## config.mk

```make
export PLATFORM = sky130hd
export DESIGN_NAME = seq_shift_add_multiplier
export DESIGN_NICKNAME = d
export VERILOG_FILES = /design/src/rtl/mul_pkg.sv /design/src/rtl/mul_acc_adder.sv /design/src/rtl/seq_shift_add_multiplier.sv
export SDC_FILE = /design/constraint.sdc
export NUM_CORES = 1
export LEC_CHECK = 0
export CAP_MARGIN = 20
export CORE_MARGIN = 2
export CORE_UTILIZATION = 35
export CTS_CLUSTER_SIZE = 30
export DETAILED_ROUTE_END_ITERATION = 10
export GPL_TIMING_DRIVEN = 0
export PLACE_DENSITY = 0.64
export RECOVER_POWER = 50
export SLEW_MARGIN = 20
export SYNTH_ARGS = -nofsm -noshare
export SYNTH_HDL_FRONTEND = slang
export SYNTH_SLANG_ARGS = --single-unit
```

## constraint.sdc

```tcl
create_clock -name clk -period 3.8 [get_ports clk]
set_clock_uncertainty 0.05 [all_clocks]
set_input_delay 0.76 -clock clk [delete_from_list [all_inputs] [get_ports clk]]
set_output_delay 0.76 -clock clk [all_outputs]
set_load 0.01 [all_outputs]
```

## src/rtl/mul_pkg.sv

```systemverilog
// Shared types and helpers for the sequential shift-add multiplier.
package mul_pkg;

    typedef enum logic [1:0] {
        IDLE = 2'd0,
        RUN  = 2'd1,
        DONE = 2'd2
    } state_t;

    // Counter width for n iterations; never narrower than one bit.
    function automatic int unsigned cnt_w(input int unsigned n);
        int unsigned w;
        w = $clog2(n);
        return (w < 1) ? 1 : w;
    endfunction

endpackage

```

## src/rtl/mul_acc_adder.sv

```systemverilog
// Ripple add/subtract for the accumulator: W-bit operands, W+1-bit result keeping the carry.
// With MUL_SIGNED_EN the top result bit is the sign of the extended sum instead of the raw carry.
module mul_acc_adder #(
    parameter int unsigned W = 3
) (
    input  logic [W-1:0] i_a,
    input  logic [W-1:0] i_b,
    input  logic         i_sub,
    output logic [W:0]   o_sum
);

    logic [W-1:0] w_b_eff;
    logic         w_c;

    always_comb begin
        w_b_eff = i_b ^ {W{i_sub}};
        w_c     = i_sub;
        o_sum   = '0;
        for (int i = 0; i < W; i++) begin
            o_sum[i] = i_a[i] ^ w_b_eff[i] ^ w_c;
            w_c      = (i_a[i] & w_b_eff[i]) | (w_c & (i_a[i] ^ w_b_eff[i]));
        end
`ifdef MUL_SIGNED_EN
        // Bit W of the sign-extended sum: both operands extend with their MSB.
        o_sum[W] = i_a[W-1] ^ w_b_eff[W-1] ^ w_c;
`else
        o_sum[W] = w_c;
`endif
    end

endmodule

```

## src/rtl/seq_shift_add_multiplier.sv

```systemverilog
// Sequential shift-add multiplier behind a start/ready/done handshake, one multiplier bit per cycle.
// Optional build macro MUL_SIGNED_EN selects two's-complement operands (subtract on the MSB step).
module seq_shift_add_multiplier
    import mul_pkg::*;
#(
    parameter  int unsigned A_W = 3,
    parameter  int unsigned B_W = 4,
    localparam int unsigned P_W = A_W + B_W
) (
    input  logic           clk,
    input  logic           rst_n,
    input  logic           start,
    input  logic [A_W-1:0] a,
    input  logic [B_W-1:0] b,
    output logic           ready,
    output logic           busy,
    output logic           done,
    output logic [P_W-1:0] product
);

    localparam int unsigned      CNT_W    = cnt_w(B_W);
    localparam logic [CNT_W-1:0] CNT_LAST = CNT_W'(B_W - 1);

    state_t           r_state;
    state_t           w_state_nxt;
    logic [A_W-1:0]   r_mcand;
    logic [B_W-1:0]   r_mplier;
    logic [A_W-1:0]   r_acc;
    logic [CNT_W-1:0] r_cnt;
    logic [P_W-1:0]   r_product;
    logic             r_ready;
    logic             r_busy;
    logic             r_done;

    logic             w_accept;
    logic             w_last;
    logic [A_W-1:0]   w_addend;
    logic             w_sub;
    logic [A_W:0]     w_sum;

    // State register.
    always_ff @(posedge clk or negedge rst_n) begin
        if (!rst_n) begin
            r_state <= IDLE;
        end else begin
            r_state <= w_state_nxt;
        end
    end

    // Next-state logic; start only counts while idle.
    always_comb begin
        w_state_nxt = r_state;
        w_accept    = 1'b0;
        w_last      = (r_cnt == CNT_LAST);
        unique case (r_state)
            IDLE: begin
                if (start) begin
                    w_accept    = 1'b1;
                    w_state_nxt = RUN;
                end
            end
            RUN: begin
                if (w_last) begin
                    w_state_nxt = DONE;
                end
            end
            DONE:    w_state_nxt = IDLE;
            default: w_state_nxt = IDLE;
        endcase
    end

    assign w_addend = r_mplier[0] ? r_mcand : '0;

`ifdef MUL_SIGNED_EN
    // The multiplier MSB carries negative weight, so its step subtracts.
    assign w_sub = w_last & r_mplier[0];
`else
    assign w_sub = 1'b0;
`endif

    mul_acc_adder #(
        .W (A_W)
    ) u_adder (
        .i_a   (r_acc),
        .i_b   (w_addend),
        .i_sub (w_sub),
        .o_sum (w_sum)
    );

    // Datapath: {sum, mplier} shifts right once per RUN cycle; the product is the final {acc, mplier}.
    always_ff @(posedge clk or negedge rst_n) begin
        if (!rst_n) begin
            r_mcand   <= '0;
            r_mplier  <= '0;
            r_acc     <= '0;
            r_cnt     <= '0;
            r_product <= '0;
        end else begin
            if (w_accept) begin
                r_mcand  <= a;
                r_mplier <= b;
                r_acc    <= '0;
                r_cnt    <= '0;
            end else if (r_state == RUN) begin
                r_acc    <= w_sum[A_W:1];
                r_mplier <= {w_sum[0], r_mplier[B_W-1:1]};
                r_cnt    <= r_cnt + CNT_W'(1);
            end
            if (r_state == DONE) begin
                r_product <= {r_acc, r_mplier};
            end
        end
    end

    // Handshake outputs registered from the upcoming state.
    always_ff @(posedge clk or negedge rst_n) begin
        if (!rst_n) begin
            r_ready <= 1'b1;
            r_busy  <= 1'b0;
            r_done  <= 1'b0;
        end else begin
            r_ready <= (w_state_nxt == IDLE);
            r_busy  <= (w_state_nxt == RUN);
            r_done  <= (r_state == DONE);
        end
    end

    assign ready   = r_ready;
    assign busy    = r_busy;
    assign done    = r_done;
    assign product = r_product;

endmodule

```

Word-level counts from Yosys, hierarchy flattened:

Index checks and enable logic that the tools add are counted.

* bits in registers: 24
* output and inout bits: 10

* add/subtract/negate cells: 1
* equal/unequal tests: 4
* muxes and demuxes: 12
* bitwise gates (word level): 12
* reductions and logical operators: 3

Operator list (count)
* 3-bit 2-to-1 mux: 3
* 2-bit 2-to-1 mux: 4
* 4-bit 2-to-1 mux: 2
* 1-bit bitwise AND: 5
* 1-bit XOR: 5
* 2-bit by 1-bit == test with 1-bit output (second input constant): 2
* 2-bit == test (second input constant): 2
* 2-bit zero test: 2
* 2-bit case mux with 2 select lines: 1
* 2-bit by 1-bit adder with 2-bit output (second input constant): 1
* 1-bit 2-to-1 mux: 2
* 1-bit OR: 2
* 2-bit nonzero test: 1

Longest topological paths before layout:

Gate-level depths: netlist of the first run.

* word-level depth: 8
* gate-level depth with buffers: 5

Modules after synthesis:

From an unflattened synthesis of the first run, not the netlist that was laid out.

* cells, all modules: 77
* area total of the unflattened synthesis: 1074.8 µm²

Modules (own cells, without submodules)
* seq_shift_add_multiplier: instances 1, cells each 67, area an instance 979.7 µm²
* mul_acc_adder: instances 1, cells each 10, area an instance 95.1 µm²

Worst setup path after synthesis of the first run:

Ideal clock, no wire load.

* path kind: reg2reg
* from: register r_mplier[0]
* to: register r_acc[1]
* arrival: 1687 ps
* data required time: 3629 ps
* slack: 1942 ps
* stages on the path, launching flop included: 6
* cells stage by stage: dfrtp_1 -> and2_1 -> ha_1 -> fa_1 -> fa_1 -> a22o_1

* cells in the longest elaborated chain, start to end: 7

Ends and longest elaborated chain
* start, declared: line seq_shift_add_multiplier.sv:27 `logic [B_W-1:0] r_mplier;`
* start signal, assigned: line seq_shift_add_multiplier.sv:106 `r_mplier <= {w_sum[0], r_mplier[B_W-1:1]};`
* 3-bit 2-to-1 mux (*): line seq_shift_add_multiplier.sv:72 `assign w_addend = r_mplier[0] ? r_mcand : '0;`
* 1-bit bitwise AND / 1-bit XOR (equally long branches): line mul_acc_adder.sv:21 `w_c = (i_a[i] & w_b_eff[i]) | (w_c & (i_a[i] ^ w_b_eff[i]));`
* 1-bit bitwise AND: line mul_acc_adder.sv:21
* 1-bit OR: line mul_acc_adder.sv:21
* 1-bit XOR (*): line mul_acc_adder.sv:20 `o_sum[i] = i_a[i] ^ w_b_eff[i] ^ w_c;`
* 3-bit 2-to-1 mux (*): line seq_shift_add_multiplier.sv:104 `end else if (r_state == RUN) begin`
* 3-bit 2-to-1 mux (*): line seq_shift_add_multiplier.sv:99 `if (w_accept) begin`
* end signal, assigned: line seq_shift_add_multiplier.sv:105 `r_acc <= w_sum[A_W:1];`
* end, declared: line seq_shift_add_multiplier.sv:28 `logic [A_W-1:0] r_acc;`

Mark *: on every way between the ends. The rest lies on a longest branch, timed or not. The select of a mux whose other input is x is not followed.
A chain may end at the register's enable or synchronous reset.

Worst setup path in the final report of the first run:

* from: register r_ready, in the netlist ready
* to: output ready

RTL lines
* start, declared: line seq_shift_add_multiplier.sv:31 `logic r_ready;`
* start signal, assigned: line seq_shift_add_multiplier.sv:122 `r_ready <= (w_state_nxt == IDLE);`
* end, declared: line seq_shift_add_multiplier.sv:15 `output logic ready,`

No word-level cell between the ends.

==> out/qor.yml, run 1 <==
status:
  status: "complete, no violations"
worst_setup_path:
  crit_fanout: 1
  worstSetupEndpointType: "output port"
  rr_worst_depth: 5
  cp.depth: 1
  crit_slowest_cell: "dfstp_2"
  setup.worst_path.class: "flip-flop to output port"
  required_ns: 2.99
  critical_path_buf_inv_count: 1
  critPathTopFamily: "flip-flops"
  startpoint_type: "flip-flop"
  critPathMaxStageDelay_ns: 0.54
  crit_chain: "clkdlybuf4s50_1"
  arrival_ns: 1.37
clock_tree:
  clkTransAtPathRegs_ns: 0.12
  cts_tree: "yes"
  cts_buffer_depth: 2
  cts_root_buf: "clkbuf_4"
  cts_buffers: 3
  holdBufCountCts: 0
  cts_setup_buffers: 0
  clock_sinks: 24
  post_cts_resized: 0
  h-tree-depth: 1
  insertion_delay_ns: 0.31
power_and_ir_drop:
  intPower_w: 0.000661
  p_leak_nw: 0.557
  p_switching_w: 0.000322
  clockPowerShare_pct: 11.7
  total_power_w: 0.000984
  combPwrFrac_pct: 42.8
  swShare_pct: 32.8
  p_per_area_mw_per_mm2: 779
  power_frac_seq_pct: 45.6
  vdd_drop_max_uv: 531
synth:
  synthesis.instances: 76
  ys_warn_count: 0
  synth-seq-cells: 24
  syn_avg_cell_area_sq_um: 13.4
  syn_nets: 90
  synth.cell_area_sq_mm: 0.00102
  synth_cell_type_count: 24
  synth-seq-area-share_pct: 58.9
placed_design:
  placedCellCount: 126
  dp_hpwl_um: 1270
  numPortBuffers: 19
  globalplace.congestion: 0.692
floorplanning:
  rows: 19
  pin_count: 20
  die_h_um: 58.0
  fp.coreArea_sq_mm: 0.00276
  die_width_um: 58.0
  die_area_sq_mm: 0.00337
  start_util_pct: 37.0
route:
  dr_total_vias: 656
  via_per_inst: 5.05
  wire_per_inst_um: 13.4
  wl_um: 1740
  initialDrtViolationCount: 13
  antenna_left: 0
  dr.pass1.iters: 4
  drc_errors: 0
global_routing:
  grt_overflow: 0
  grt_max_degree: 25
  grt_usage_pct: 12.5
  grt_pass1_wl_um: 3070
  grt_pass1_vias: 663
  antenna_found_initial: 0
sta:
  hold_violations: 0
  report.final.slew_viol_count: 0
  relSlewSlack_pct: 17.6
  tightest_slew_ns: 1.24
  fin_crit_sh_pct: 57.4
  rsz0062_at_grt: "false"
  fin_crit_ns: 2.18
  fmax_mhz: 459
  fin_setup_tns_ns: 0
  finalSetupViolations: 0
finish:
  area_growth_pct: 23.7
  n_antenna_cell: 0
  nFillCells: 269
  multi_input_area_sq_um: 393
  instances_no_fill: 130
  seq_area_sq_um: 602
  drive_above_1_share_pct: 18.2
  nets: 114
hold_path:
  hp-class: "flip-flop to flip-flop"
  worstHoldPathCells: 1
job:
  max_cap_viol_count: 0
==> Yosys cell counts (all sizes together) <==
cell type | n | area share, %
buf | 2 | 1.8
nand2b | 2 | 2.0
dfstp | 1 | 2.6
o32ai | 2 | 1.7
a22o | 4 | 3.4
dfrtp | 23 | 56
fa | 2 | 3.9
and2 | 4 | 2.5
o22ai | 2 | 1.2
nor3 | 4 | 2.0
nor2 | 5 | 2.1
a21oi | 4 | 2.0
mux2 | 10 | 11
inv | 2 | 0.74
or2b | 2 | 1.5
nand2 | 1 | 0.37
o21ai | 1 | 0.49
or2 | 1 | 0.61
nor2b | 1 | 0.61
ha | 2 | 2.5
o21bai | 1 | 0.74
==> power by group through the flow <==
stage | clock, W | combinational [W] | sequential [W]
floorplan | 0 | 0.000254 | 0.000461
global placement | 0 | 0.000418 | 0.000452
detailed placement | 0 | 0.000427 | 0.000459
CTS | 0.000119 | 0.000431 | 0.000452
global route | 0.000134 | 0.000472 | 0.000466
finish | 0.000115 | 0.000420 | 0.000448
==> cells in the final DEF, fill, tap and decap left out, types with 2 or more instances in the layout <==
cell type	Yosys	layout
clkbuf_1	0	3
mux2_2	10	10
o22ai_1	2	2
clkbuf_4	0	3
fa_1	2	2
nor2_1	4	4
or2b_1	2	2
a21oi_1	4	4
o32ai_1	2	2
nor3_1	4	4
inv_1	2	2
a22o_1	4	4
clkdlybuf4s50_1	0	18
dfrtp_1	23	23
ha_1	2	2
and2_1	4	4
==> worst paths after layout <==
check,startpoint,end,slack (ns)
worst min register to register,r_cnt[0],r_cnt[0],0.46
max in group asynchronous,rst_n,r_state[1],2.35
min in group asynchronous,rst_n,product[2],0.62
worst max-delay path,ready,ready,1.62
worst min-delay path,r_cnt[0],r_cnt[0],0.46
worst max register to register,r_mplier[0],r_acc[1],1.84
==> state kept, by name, indices dropped and copies added, names as in the netlist <==
signal / cells
product: 7
r_mplier: 4
r_acc: 3
r_mcand: 3
r_cnt: 2
r_state: 2
busy: 1
done: 1
ready: 1
==> area by class of cell <==
type / count / share of cell area [%]
multi-input combinational: 48 / 31.1
buffer: 2 / 0.892
sequential: 24 / 47.7
clock buffer: 4 / 2.08
timing repair buffer: 19 / 14.6
tap: 31 / 3.07
inverter: 2 / 0.595
==> cell families (layout without fill, tap and decap cells) <==
| logic type | Yosys count | in the layout | share of synthesized area [%] |
|---|---|---|---|
| simple gates | 20 | 20 | 11.5 |
| mux | 10 | 10 | 11.0 |
| flops | 24 | 24 | 58.9 |
| compound gates | 14 | 14 | 9.56 |
| buf+inv | 4 | 27 | 2.57 |
| fa+ha+maj | 4 | 4 | 6.37 |
==> per-stage QoR <==
step | hold WS (ns) | setup slack, ns | cell area [sq um] | util [%]
final | 0.458 | 1.62 | 1260 | 45.8
after floorplan | 0.414 | 1.94 | 1020 | -
after global routing | 0.490 | 1.56 | 1260 | 45.8
after global placement | 0.437 | 1.69 | 1250 | 45.3
after CTS | 0.470 | 1.60 | 1280 | 46.3
after detailed placement | 0.445 | 1.67 | 1250 | 45.3
==> metal layers <==
metal / global-route usage [%] / share of wire, % / up-vias
li1: - / - / 317
met1: 16.8 / 47 / 316
met2: 18.5 / 45 / 21
met3: 4.91 / 6.8 / 2
met4: 3.99 / 1.0 / 0
met5: 0 / 0 / -
Power figures use the tool's default switching activity.
==> run 2: changes to the inputs <==
==> constraint.sdc (replaced) <==
create_clock -name clk -period 2.25 [get_ports clk]
set_clock_uncertainty 0.05 [all_clocks]
set_input_delay 0.45 -clock clk [delete_from_list [all_inputs] [get_ports clk]]
set_output_delay 0.45 -clock clk [all_outputs]
set_load 0.01 [all_outputs]
==> results of run 2 <==
The final DEF is identical to that of run 1. Status: complete, no violations.
Among the figures that moved: setup slack after placement 1.67 ns -> 0.312 ns; clock-pin slew on the worst setup and hold paths 0.12 ns -> 0.13 ns; setup slack after layout 1.62 ns -> 0.294 ns; hold slack 0.458 ns -> 0.308 ns; start point of the critical path ready -> r_mplier[0]; end point of the critical path ready -> r_acc[1]; register-to-register setup slack 1.84 ns -> 0.29 ns; total power 0.000984 W -> 0.00166 W; worst IR drop on VDD 531 uV -> 898 uV
